## src/rtl/bus_stim_sequencer_pkg.sv

```systemverilog
// Shared types and widths for the programmable bus stimulus sequencer.
package stim_pkg;

    typedef enum logic [1:0] {
        IDLE,
        RUN,
        FINISH
    } stim_state_e;

    localparam int STIM_ADDR_W = 6;
    localparam int STIM_HOLD_W = 4;

    // Width of one program-table entry: {en, wr, addr, hold}.
    function automatic int entry_w(int addr_w, int hold_w);
        return 2 + addr_w + hold_w;
    endfunction

endpackage

```

## src/rtl/bus_stim_sequencer_if.sv

```systemverilog
// Stimulus bus between the sequencer (master) and the target port (slave).
interface bus_stim_sequencer_if #(
    parameter int ADDR_W = stim_pkg::STIM_ADDR_W
);

    logic              en;
    logic              wr;
    logic [ADDR_W-1:0] addr;
    logic              ready;

    modport master (output en, output wr, output addr, input ready);
    modport slave  (input en, input wr, input addr, output ready);

endinterface

```

## src/rtl/bus_stim_sequencer_prog_ram.sv

```systemverilog
// Program table: one synchronous write port, one asynchronous read port.
module stim_prog_ram #(
    parameter int  DEPTH = 8,
    parameter int  WIDTH = 12,
    localparam int IDX_W = $clog2(DEPTH)
) (
    input  logic             clk,
    input  logic             we,
    input  logic [IDX_W-1:0] waddr,
    input  logic [WIDTH-1:0] wdata,
    input  logic [IDX_W-1:0] raddr,
    output logic [WIDTH-1:0] rdata
);

    logic [WIDTH-1:0] mem [DEPTH];

    // NOTE: the storage has no reset; programmed entries must survive rst.
    always_ff @(posedge clk) begin
        if (we) mem[waddr] <= wdata;
    end

    assign rdata = mem[raddr];

endmodule

```

## src/rtl/bus_stim_sequencer.sv

```systemverilog
// Replays a programmed table of {en, wr, addr, hold} entries onto the stimulus
// bus, stalling on ready, optionally looping, with abort via stop.
module bus_stim_sequencer import stim_pkg::*; #(
    parameter int  ADDR_W  = STIM_ADDR_W,
    parameter int  DEPTH   = 8,
    parameter int  HOLD_W  = STIM_HOLD_W,
    localparam int IDX_W   = $clog2(DEPTH),
    localparam int LEN_W   = $clog2(DEPTH + 1),
    localparam int ENTRY_W = entry_w(ADDR_W, HOLD_W)
) (
    input  logic                 clk,
    input  logic                 rst,
    input  logic                 prog_we,
    input  logic [IDX_W-1:0]     prog_idx,
    input  logic [ENTRY_W-1:0]   prog_data,
    input  logic [LEN_W-1:0]     len,
    input  logic                 loop,
    input  logic                 start,
    input  logic                 stop,
    bus_stim_sequencer_if.master bus,
    output logic                 busy,
    output logic                 done,
    output logic [IDX_W-1:0]     step_idx
);

    stim_state_e state_q, state_d;

    logic              en_q, en_d;
    logic              wr_q, wr_d;
    logic [ADDR_W-1:0] addr_q, addr_d;
    logic [HOLD_W-1:0] hold_q, hold_d;
    logic [HOLD_W-1:0] hold_cnt_q, hold_cnt_d;
    logic [IDX_W-1:0]  step_q, step_d;
    logic [LEN_W-1:0]  len_q, len_d;
    logic              loop_q, loop_d;
    logic              busy_q, busy_d;
    logic              done_q, done_d;

    logic [IDX_W-1:0]   rd_idx;
    logic [ENTRY_W-1:0] rd_data;
    logic               prog_ok;
    logic               start_ok;
    logic               last;

    // The table only changes in IDLE, so the running program is stable.
    assign prog_ok  = prog_we && (state_q == IDLE) && (int'(prog_idx) < DEPTH);
    assign start_ok = start && !stop && (len != '0);
    assign last     = (LEN_W'(step_q) == (len_q - LEN_W'(1)));

    stim_prog_ram #(
        .DEPTH(DEPTH),
        .WIDTH(ENTRY_W)
    ) u_prog_ram (
        .clk  (clk),
        .we   (prog_ok),
        .waddr(prog_idx),
        .wdata(prog_data),
        .raddr(rd_idx),
        .rdata(rd_data)
    );

    // Entry to load on the next completion: 0 on start or wrap, else step+1.
    always_comb begin
        rd_idx = '0;
        if (state_q == RUN && !last) rd_idx = step_q + IDX_W'(1);
    end

    always_ff @(posedge clk) begin
        if (rst) state_q <= IDLE;
        else     state_q <= state_d;
    end

    always_comb begin
        // NOTE: every variable gets its default first so no path infers a latch.
        state_d    = state_q;
        en_d       = en_q;
        wr_d       = wr_q;
        addr_d     = addr_q;
        hold_d     = hold_q;
        hold_cnt_d = hold_cnt_q;
        step_d     = step_q;
        len_d      = len_q;
        loop_d     = loop_q;
        busy_d     = busy_q;
        done_d     = 1'b0;

        unique case (state_q)
            IDLE: begin
                if (start_ok) begin
                    state_d    = RUN;
                    len_d      = (len > LEN_W'(DEPTH)) ? LEN_W'(DEPTH) : len;
                    loop_d     = loop;
                    {en_d, wr_d, addr_d, hold_d} = rd_data;
                    step_d     = '0;
                    hold_cnt_d = '0;
                    busy_d     = 1'b1;
                end
            end
            RUN: begin
                if (stop) begin
                    state_d = IDLE;
                    en_d    = 1'b0;
                    wr_d    = 1'b0;
                    addr_d  = '0;
                    step_d  = '0;
                    busy_d  = 1'b0;
                end else if (bus.ready) begin
                    if (hold_cnt_q != hold_q) begin
                        hold_cnt_d = hold_cnt_q + HOLD_W'(1);
                    end else if (last && !loop_q) begin
                        state_d = FINISH;
                        en_d    = 1'b0;
                        wr_d    = 1'b0;
                        addr_d  = '0;
                        step_d  = '0;
                        busy_d  = 1'b0;
                        done_d  = 1'b1;
                    end else begin
                        {en_d, wr_d, addr_d, hold_d} = rd_data;
                        step_d     = rd_idx;
                        hold_cnt_d = '0;
                    end
                end
            end
            FINISH: state_d = IDLE;
            default: state_d = IDLE;
        endcase
    end

    // NOTE: non-blocking assignments so every register updates from pre-edge values.
    always_ff @(posedge clk) begin
        if (rst) begin
            en_q       <= 1'b0;
            wr_q       <= 1'b0;
            addr_q     <= '0;
            hold_q     <= '0;
            hold_cnt_q <= '0;
            step_q     <= '0;
            len_q      <= '0;
            loop_q     <= 1'b0;
            busy_q     <= 1'b0;
            done_q     <= 1'b0;
        end else begin
            en_q       <= en_d;
            wr_q       <= wr_d;
            addr_q     <= addr_d;
            hold_q     <= hold_d;
            hold_cnt_q <= hold_cnt_d;
            step_q     <= step_d;
            len_q      <= len_d;
            loop_q     <= loop_d;
            busy_q     <= busy_d;
            done_q     <= done_d;
        end
    end

    assign bus.en   = en_q;
    assign bus.wr   = wr_q;
    assign bus.addr = addr_q;
    assign busy     = busy_q;
    assign done     = done_q;
    assign step_idx = step_q;

endmodule

```

## src/flat_wrapper.sv

```systemverilog
// flat-port wrapper written by rule: the top's interface ports become plain ports
module bus_stim_sequencer_flat import stim_pkg::*;
#(
    parameter int  ADDR_W  = STIM_ADDR_W,
    parameter int  DEPTH   = 8,
    parameter int  HOLD_W  = STIM_HOLD_W,
    localparam int IDX_W   = $clog2(DEPTH),
    localparam int LEN_W   = $clog2(DEPTH + 1),
    localparam int ENTRY_W = entry_w(ADDR_W, HOLD_W)
)
  (clk, rst, prog_we, prog_idx, prog_data, len, loop, start, stop, busy, done, step_idx, bus_en, bus_wr, bus_addr, bus_ready);
  bus_stim_sequencer_if #(.ADDR_W(ADDR_W)) bus_i ();
  input  logic clk;
  input  logic rst;
  input  logic prog_we;
  input  logic [IDX_W-1:0] prog_idx;
  input  logic [ENTRY_W-1:0] prog_data;
  input  logic [LEN_W-1:0] len;
  input  logic loop;
  input  logic start;
  input  logic stop;
  output logic busy;
  output logic done;
  output logic [IDX_W-1:0] step_idx;
  output wire logic [$bits(bus_i.en)-1:0] bus_en;
  output wire logic [$bits(bus_i.wr)-1:0] bus_wr;
  output wire logic [$bits(bus_i.addr)-1:0] bus_addr;
  input wire logic [$bits(bus_i.ready)-1:0] bus_ready;
  assign bus_en = bus_i.en;
  assign bus_wr = bus_i.wr;
  assign bus_addr = bus_i.addr;
  assign bus_i.ready = bus_ready;
  bus_stim_sequencer #(.ADDR_W(ADDR_W), .DEPTH(DEPTH), .HOLD_W(HOLD_W)) u_core (.clk(clk), .rst(rst), .prog_we(prog_we), .prog_idx(prog_idx), .prog_data(prog_data), .len(len), .loop(loop), .start(start), .stop(stop), .bus(bus_i), .busy(busy), .done(done), .step_idx(step_idx));
endmodule
```

## config.mk

```make
export PLATFORM = sky130hd
export DESIGN_NAME = bus_stim_sequencer_flat
export DESIGN_NICKNAME = d
export VERILOG_FILES = /design/src/rtl/bus_stim_sequencer_pkg.sv /design/src/rtl/bus_stim_sequencer_if.sv /design/src/rtl/bus_stim_sequencer_prog_ram.sv /design/src/rtl/bus_stim_sequencer.sv /design/src/flat_wrapper.sv
export SDC_FILE = /design/constraint.sdc
export NUM_CORES = 1
export LEC_CHECK = 0
export CAP_MARGIN = 10
export CORE_MARGIN = 4
export CORE_UTILIZATION = 50
export DETAILED_ROUTE_END_ITERATION = 7
export HOLD_SLACK_MARGIN = 0.15
export PLACE_DENSITY = 0.77
export REMOVE_ABC_BUFFERS = 1
export SYNTH_ARGS = -nofsm -noshare
export SYNTH_HDL_FRONTEND = slang
export SYNTH_SLANG_ARGS = --single-unit
```

## constraint.sdc

```tcl
create_clock -name clk -period 4.9 [get_ports clk]
set_input_delay 0.735 -clock clk [delete_from_list [all_inputs] [get_ports clk]]
set_output_delay 0.735 -clock clk [all_outputs]
set_load 0.05 [all_outputs]
```

==> results.md, run 1 <==
- Status: complete, no violations
- Initial antenna violation count: 0
- Commonest non-fill, non-tap cell in the layout: edfxtp_1
- Nets: 443
- Initial Util: 51.83%
- GRT met2 Usage: approximately a third
- Vias in the first global route: roughly 3300
- Num CTS Buffers: 17
- Cell Pwr Density: just over 400 nW/um^2
- Final Critical Period: 3213 ps
- Max Clk Rate: ~0.31 GHz
- Die X-Extent: 109.1 um
- Top Usage Layer GRT: met2
- Drt first pass iters: 5
- Yosys reg bits: 124
- Most frequent cells in the layout: edfxtp_1 (96), clkdlybuf4s50_1 (38), nand2_1 (30)
- Ys flop type: edfxtp_1
- Pre-CTS setup slack: between 1500 and 2000 ps
- Syn Inst Count: 362
- Clk pwr share: 47.9%
- Worst EP arrival: 3630 ps
- First-pass GRT wire length: 17500 um
- Sequential power share: a little under half
- Worst-Skew Late Latency: between 500 and 600 ps
- Max-Cap Viols: 0
- Port buffer count: 38
- TritonCTS clock tree: done
- Worst-path clk slew: 60 ps
- Setup crit start kind: flip-flop
- Grt met3 use: 5.388%
- H-tree depth: 4
- Fin Setup TNS: 0 ps
- # diodes: 0
- I/O pin count: 39
- Residual DRC: 0
- Area grow syn2layout: 22.54%
- Fillers: approximately 670
- Hold Path Class: reg -> reg
- Crit share post-route: 65.58%
- Root Buffer: clkbuf_8
- Num Clock Sinks: between 100 and 150
- DRT iter0 DRCs: 248
- Final HPWL DP: 6833 um
- Antenna Violating Nets Remaining: 0
- Critical path required time: 5310 ps
- Setup violators final: 0
- Int Pwr: 1.964 mW
- Clock Skew: 10.11 ps
- Sequential share of the synthesized area: between 60% and 70%
- RePlAce Congestion: 0.7911
- Ys Warns: 0
- Setup ws final: between 1500 and 2000 ps
- Largest net degree at the start of global routing: 37
- RSZ-0062 raised after global routing: no
- Routed WL: 10930 um
- Gr usage total: 20.10%
- CP endpoint kind: flip-flop
- Resized cells post-CTS: 0
- GR Util met1: ~25%
- Max FO, Critical Path: 17
- EDFF count, synth: 96
- Tot Pwr: 2.538 mW
- Die Ht: 109.1 um
- Slew HR: 25.34%
- Vias: 3224
- Total gr overflow: 0
- Core area: 9864 sq um
- Drt via density: 5.757
- Mean Syn Cell Area: 14.12 sq um
- Hold Vio Cnt, Final: 0
- Slew Limit Fails: 0
- Share of cells above drive strength 1: 16.63%
- Die area: 11910 sq um
- Post-synth cell types: between 40 and 50
- Min Hold Slack: about 500 ps
- R2R setup slack: ~1700 ps
- Logic pwr share: 5.9%
- FFs w/ async S/R, synth: 0%
- Psw: 0.5743 mW
- Post-CTS setup buffers: 0
- Switching share of total power: 22.63%
- Post-Syn Area: 5112 sq um
- Clock tree buffer depth: 2
- Row count: 36
- Hold buffer count at CTS: 0
- Crit Path Class: reg -> reg
- Slew of the pin with the lowest slew margin: 1116 ps
- WL per Instance: 19.52 um
- P_leak: 2.047 nW
- Max VDD drop: 0.0003528 V
[flip-flops by register name, indices dropped and copies added, names as in the netlist]
register               flops
u_core.bus.wr              1
u_core.len_q               4
u_core.busy                1
u_core.state_q             2
u_core.hold_cnt_q          4
u_core.bus.addr            6
u_core.hold_q              4
u_core.u_prog_ram.mem     96
u_core.loop_q              1
u_core.done                1
u_core.bus.en              1
u_core.step_idx            3
[path summary, 6_finish.rpt]
path	depth (start not counted)	startpoint	to
worst min register to register	2	u_core.busy	u_core.busy
worst max register to register	8	u_core.len_q[1]	u_core.bus.addr[1]
worst min-delay path	2	u_core.busy	u_core.busy
worst max-delay path	8	u_core.len_q[1]	u_core.bus.addr[1]
[Yosys cell counts, drive strengths merged, types with 8 or more instances]
library cell,n,share of area (%)
mux2i,13,2.5
a22oi,11,1.6
clkbuf,9,0.66
a32oi,8,1.4
nor3,12,1.2
nand2,30,2.2
a211oi,13,1.9
a21oi,17,1.7
mux2,20,4.4
nor2,27,2.0
dfxtp,28,11
a221o,8,1.6
edfxtp,96,56
[routing by layer]
metal  routed length [um]  vias up  part of all wire [%]
met5                    0        -                     0
met4                  177        0                   1.6
met3                  677       17                   6.2
met2                 5582      117                    51
met1                 4492     1560                    41
li1                     -     1530                     -
[cells by family after synthesis]
family | after synthesis | synth area share [%]
buffers and inverters | 20 | 1.884
and+or+nand+nor | 96 | 9.031
adders and majority gates | 3 | 0.7343
AOI/OAI and AO/OA | 74 | 11.70
DFF | 124 | 67.35
muxes | 33 | 6.951
xor gates and xnor gates | 12 | 2.349
[power groups by stage]
stage / registers, mW / clock network, mW / logic (mW)
6_report: 1.17 / 1.22 / 0.151
5_1_grt: 1.17 / 1.29 / 0.165
4_1_cts: 1.17 / 1.23 / 0.151
3_5_place_dp: 1.19 / 0 / 0.149
3_3_place_gp: 1.19 / 0 / 0.145
2_1_floorplan: 1.20 / 0 / 0.0710
[metrics by stage]
step           instances  utilization [%]  area [sq um]
3_5_place_dp         528            57.56          5678
4_1_cts              560            63.51          6265
6_report             560            63.51          6265
2_1_floorplan        347                -          5035
5_1_grt              560            63.51          6265
3_3_place_gp         528            57.56          5678
[worst max-delay path, cell delays in order (launching register included)]
cell	delay [ps]
dfxtp_1	410
inv_1	80
ha_1	280
xnor2_1	370
o41ai_4	160
nand2b_1	590
nor2_1	710
a22oi_1	220
a211oi_1	260
[cell type report]
type / instances / area (sq um) / share of cell area [%]
Sequential cell: 124 / 3443 / 54.96
Multi-Input combinational cell: 218 / 1594 / 25.44
Timing Repair Buffer: 48 / 455.4 / 7.270
Clock buffer: 18 / 427.9 / 6.830
Tap cell: 133 / 166.4 / 2.656
Clock inverter: 14 / 158.9 / 2.536
Inverter: 5 / 18.77 / 0.2996
Note: power is estimated with default switching activity, not from simulation.
==> inputs of run 2 (changes only) <==
Settings changed: PLACE_DENSITY 0.77 to 0.8.
Clock period 4.9 ns to 2.9 ns, I/O delays scaled along.
==> run 2 against run 1 <==
Net effect:
- design area increased by 0.76%
- hold slack worse by 1.8 ps
- clock power is 53% higher
- fmax rose by 16%
- cell count increased by 2.0%
- critical path type unchanged
- largest power group is now sequential cells
- highest routed layer unchanged
==> results.md, run 2 (synthesis results as in run 1) <==
- Core area: about 10000 sq um
- Crit path max-delay family: compound AO/OA/AOI/OAI gates
- Final HPWL DP: ~7000 um
- Root Buffer: clkbuf_8
- Final Non-Filler Cells: 571
- WL per Instance: ~20 um
- Slew Limit Fails: 0
- Die Ht: approximately 110 um
- CP endpoint kind: flip-flop
- Critical-path top delay cell: o41ai_4
- Hold Path Class: reg -> reg
- Most frequent cells in the layout: edfxtp_1 (96), clkdlybuf4s50_1 (38), nand2_1 (30)
- Multi-input logic area: 1604 sq um
- Initial antenna violation count: 0
- Number of flip-flops in the largest register: 96
- Clock Skew: between 10 and 15 ps
- Max Clk Rate: 0.3595 GHz
- Tot Pwr: 4.120 mW
- Die X-Extent: 109.1 um
- Final Critical Period: 2782 ps
- RePlAce Congestion: about 0.85
- Antenna Violating Nets Remaining: 0
- Max FO, Critical Path: 10
- Drt via density: 5.872
- Fin Setup TNS: 0 ps
- First-pass GRT wire length: 17960 um
- Buf/Inv on CP: 3
- Hold Vio Cnt, Final: 0
- Worst-Skew Late Latency: 520 ps
- Pre-CTS setup slack: 78.40 ps
- Placed Cells: 538
- RSZ-0062 raised after global routing: yes
- TritonCTS clock tree: done
- Setup ws final: 118.3 ps
- Critical path required time: 3310 ps
- Register area: 3443 sq um
- Crit-path cells: inv_1 -> ha_1 -> xnor2_1 -> buf_4 -> o41ai_4 -> nand2b_4 -> buf_4 -> mux2i_1 -> a32o_1 -> a2111oi_2
- FF-to-FF Start: u_core.len_q[0]
- Crit share post-route: 95.92%
- Vias: 3353
- Gr usage total: 20.64%
- Share of cells above drive strength 1: 18.95%
- Worst path max stage delay: 420 ps
- Commonest non-fill, non-tap cell in the layout: edfxtp_1
- Worst-path clk slew: 60 ps
- Routed WL: 11400 um
- R2R setup slack: 120 ps
- # diodes: 0
- Row count: 36
- Initial Util: 51.83%
- Total gr overflow: 0
- Vias in the first global route: around 3500
- P_leak: about 2.1 nW
- Nets: 454
- Residual DRC: 0
- Sink of the worst hold path: u_core.busy
- Clock tree buffer depth: 2
- Num Clock Sinks: between 100 and 150
- Max VDD drop: about 0.00047 V
- Most frequent cell on the critical path: buf_4
- Drt first pass iters: 5
- Num CTS Buffers: 17
- Die area: 11910 sq um
- Area grow syn2layout: 23.47%
- R2R depth: 10
- Slew of the pin with the lowest slew margin: 695.7 ps
- Slew HR: between 50% and 60%
- Hold Crit Start: u_core.busy
- Cell Pwr Density: 652.6 nW/um^2
- Worst EP arrival: 3190 ps
- Max-Cap Viols: 0
- I/O pin count: 39
- Hold path depth: 2
- Reg with most FFs: u_core.u_prog_ram.mem
- Largest net degree at the start of global routing: 32
- Status: complete, no violations
- Hold buffer count at CTS: 0
- Fillers: 691
- Port buffer count: 38
- H-tree depth: 4
- Setup violators final: 0
- DRT iter0 DRCs: about 220
- Crit Path Class: reg -> reg
- Reg-to-reg endpoint: u_core.hold_q[2]
- Fin util: 63.99%
- Setup crit start kind: flip-flop
==> run 2: cell count changes in the layout (fill, tap and decap cells not counted), moves of 2 or more <==
cell and delta:
buf_4 +10, bufinv_16 -2, clkinv_2 +3, inv_8 +2
==> run 2: how the worst max path moves through the flow <==
stage                                  start                  to  slack (ps)  cells after the start
after detailed placement     u_core.len_q[0]  u_core.bus.addr[3]          80                     10
after CTS                    u_core.len_q[0]  u_core.bus.addr[3]          90                     10
after global routing         u_core.len_q[0]    u_core.hold_q[0]         -20                     10
after global placement       u_core.len_q[0]  u_core.bus.addr[0]         240                     10
final                        u_core.len_q[0]    u_core.hold_q[2]         120                     10
after floorplan           u_core.step_idx[0]  u_core.bus.addr[0]       -1370                      6
==> run 2: area by class of cell <==
| class | count | area share [%] |
|---|---|---|
| Tap cell | 133 | 2.636 |
| Inverter | 5 | 0.2973 |
| Clock buffer | 17 | 6.561 |
| Clock inverter | 15 | 1.824 |
| Sequential cell | 124 | 54.55 |
| Multi-Input combinational cell | 218 | 25.41 |
| Timing Repair Buffer | 59 | 8.722 |
==> run 2: what timing repair did <==
item | in CTS | in global routing
setup endpoints to repair | 0 | 10
buffers inserted | 0 | 1
gates resized for setup | 0 | 2
==> run 2: per-layer routing <==
| metal | wire [um] | global-route usage (%) |
|---|---|---|
| met1 | 4438 | 23.16 |
| met2 | 6002 | 35.70 |
| met3 | 783 | 6.454 |
| met4 | 176 | 9.648 |
| met5 | 0 | 0 |
==> run 2: through the flow <==
stage / cell area (sq um) / hold WS [ps]
global placement: 5766 / 468.0
global route: 6312 / 508.8
finish: 6312 / 489.3
CTS: 6295 / 483.5
detailed placement: 5766 / 483.6
floorplan: 5035 / 438.6
==> run 2: worst reg2reg max path: stages (launching register included) <==
cell and delay [ps]:
dfxtp_1 380, inv_1 110, ha_1 320, xnor2_1 140, buf_4 160, o41ai_4 420, nand2b_4 210, buf_4 210
mux2i_1 120, a32o_1 250, a2111oi_2 350
==> run 2: power breakdown <==
| part | leakage (nW) | total, mW | internal (mW) | switching (mW) |
|---|---|---|---|---|
| registers | 1.10 | 1.98 | 1.96 | 0.0207 |
| clock network | 0.264 | 1.87 | 1.06 | 0.809 |
| logic | 0.730 | 0.270 | 0.109 | 0.161 |
| total | 2.09 | 4.12 | 3.13 | 0.991 |
==> inputs of run 3 (changes only) <==
Settings changed: DONT_BUFFER_PORTS set to 1, PLACE_DENSITY 0.8 to 0.68.
==> run 3 against run 2 <==
Net effect:
- sequential cell count unchanged
- via count down 3.4%
- clock power up 9%
- setup slack better by 140 ps
- cell count down 2.5%
- largest power group is now clock
- highest routed layer unchanged
==> results.md, run 3 (synthesis results as in run 1) <==
- Status: complete, no violations
- Routed WL: 11410 um
- Final HPWL DP: 6926 um
- # diodes: 0
- WL per Instance: 20.49 um
- Vias in the first global route: 3367
- Initial antenna violation count: 0
- Max VDD drop: between 0.0005 and 0.0006 V
- Root Buffer: clkbuf_8
- Area after DPL: 5421 sq um
- P_leak: 2.050 nW
- Reg with most FFs: u_core.u_prog_ram.mem
- DRT iter0 DRCs: 295
- Fin Setup TNS: 0 ps
- RSZ-0062 raised after global routing: no
- Switching share of total power: 21.23%
- Worst-path clk slew: 60 ps
- Area grow syn2layout: 21.56%
- First-pass GRT wire length: 18040 um
- Max FO, Critical Path: 19
- Fin util: between 60% and 70%
- Core area: a little under 10000 sq um
- Nets: between 400 and 500
- RePlAce Congestion: 0.8402
- Die Ht: roughly 110 um
- Setup ws final: 255.5 ps
- Row count: 36
- Clock tree buffer depth: 2
- Cell Pwr Density: between 600 and 700 nW/um^2
- Pre-CTS setup slack: roughly 36 ps
- Slew Limit Fails: 0
- Vias: about 3200
- Crit Path Class: reg -> reg
- Final Non-Filler Cells: 557
- CP endpoint kind: flip-flop
- Most frequent cells in the layout: edfxtp_1 (96), nand2_1 (30), dfxtp_1 (27)
- Critical path required time: 3220 ps
- Die X-Extent: ~110 um
- Worst EP arrival: 2970 ps
- Port buffer count: 0
- Final Critical Period: roughly 2600 ps
- Psw: ~0.9 mW
- Residual DRC: 0
- Drt first pass iters: 5
- Drt via density: about 5.8
- Post-route cell area: ~6200 sq um
- Die area: 11910 sq um
- Tot Pwr: 4.253 mW
- Worst-Skew Late Latency: 500 ps
- Max Clk Rate: 0.3781 GHz
- Hold Path Class: in -> reg
- Clock Skew: 11.92 ps
- Slew HR: approximately a quarter
- Gr usage total: 20.79%
- Sequential power share: 47.0%
- Num Clock Sinks: 124
- Post-CTS setup buffers: 0
- Fillers: roughly 720
- Num CTS Buffers: 17
- H-tree depth: 4
- Share of cells above drive strength 1: 20.05%
- Number of flip-flops in the largest register: 96
- Logic pwr share: 5.4%
- Antenna Violating Nets Remaining: 0
- Total gr overflow: 0
- Min Hold Slack: 197.7 ps
- Max-Cap Viols: 0
- Crit share post-route: approximately 91%
- Int Pwr: around 3.4 mW
- Commonest non-fill, non-tap cell in the layout: edfxtp_1
- Setup crit start kind: flip-flop
- I/O pin count: 39
- Placed Cells: ~500
- Clk pwr share: 47.6%
- Hold Vio Cnt, Final: 0
- Setup violators final: 0
- Largest net degree at the start of global routing: 26
- Slew of the pin with the lowest slew margin: between 1000 and 1500 ps
- TritonCTS clock tree: done
- Initial Util: roughly 52%
run 3: cell types whose count changed in the layout (fill, tap and decap cells not counted), moves of 3 or more:
cell / change
bufinv_16: +3
buf_4: +3
clkbuf_1: +3
dlygate4sd3_1: +21
clkdlybuf4s50_1: -38
inv_6: -4
run 3: worst paths after layout:
| path | cells after the start | endpoint | start | slack [ps] |
|---|---|---|---|---|
| worst min-delay path | 1 | u_core.u_prog_ram.mem[1][4] | prog_idx[2] | 200 |
| worst max-delay path | 10 | u_core.bus.addr[4] | u_core.len_q[0] | 260 |
| worst max register to register | 10 | u_core.bus.addr[4] | u_core.len_q[0] | 260 |
| worst min register to register | 2 | u_core.loop_q | u_core.loop_q | 480 |
run 3: repair_timing:
action / in CTS / in global routing
endpoints found under the hold margin: 124 / 0
hold buffers: 21 / 0
gates resized for setup: 2 / 1
gates cloned: 0 / 0
endpoints found under the setup margin: 1 / 1
pin swaps: 0 / 0
run 3: area by class of cell:
type	instances	area (sq um)	area share, %
flip-flops and latches	124	3445	55.43
multi-input cells	218	1609	25.89
clock buffers	20	425.4	6.845
repair buffers	45	402.9	6.483
well taps	133	166.4	2.678
clock inverters	12	147.6	2.376
inverters	5	18.77	0.3020
run 3: metal layers:
| layer | routed length (um) | GRT usage [%] | vias up |
|---|---|---|---|
| li1 | - | - | 1514 |
| met1 | 4941 | 26.53 | 1591 |
| met2 | 5595 | 34.04 | 119 |
| met3 | 717 | 4.914 | 15 |
| met4 | 159 | 8.747 | 0 |
| met5 | 0 | 0 | - |
run 3: power by group through the flow:
| stage | clock (mW) | combinational, mW | sequential [mW] |
|---|---|---|---|
| after floorplan | 0 | 0.120 | 2.03 |
| after global routing | 2.15 | 0.251 | 2.00 |
| after global placement | 0 | 0.178 | 2.03 |
| after CTS | 2.05 | 0.228 | 2.00 |
| after detailed placement | 0 | 0.184 | 2.04 |
| final | 2.03 | 0.229 | 2.00 |
run 3: worst max-delay path: stages, from the launching register on:
cell,delay (ps)
dfxtp_1,380
inv_1,100
ha_1,240
xor3_1,310
o22ai_2,160
buf_4,180
a21oi_4,130
buf_4,280
mux2_2,380
a22oi_1,180
a211oi_1,110
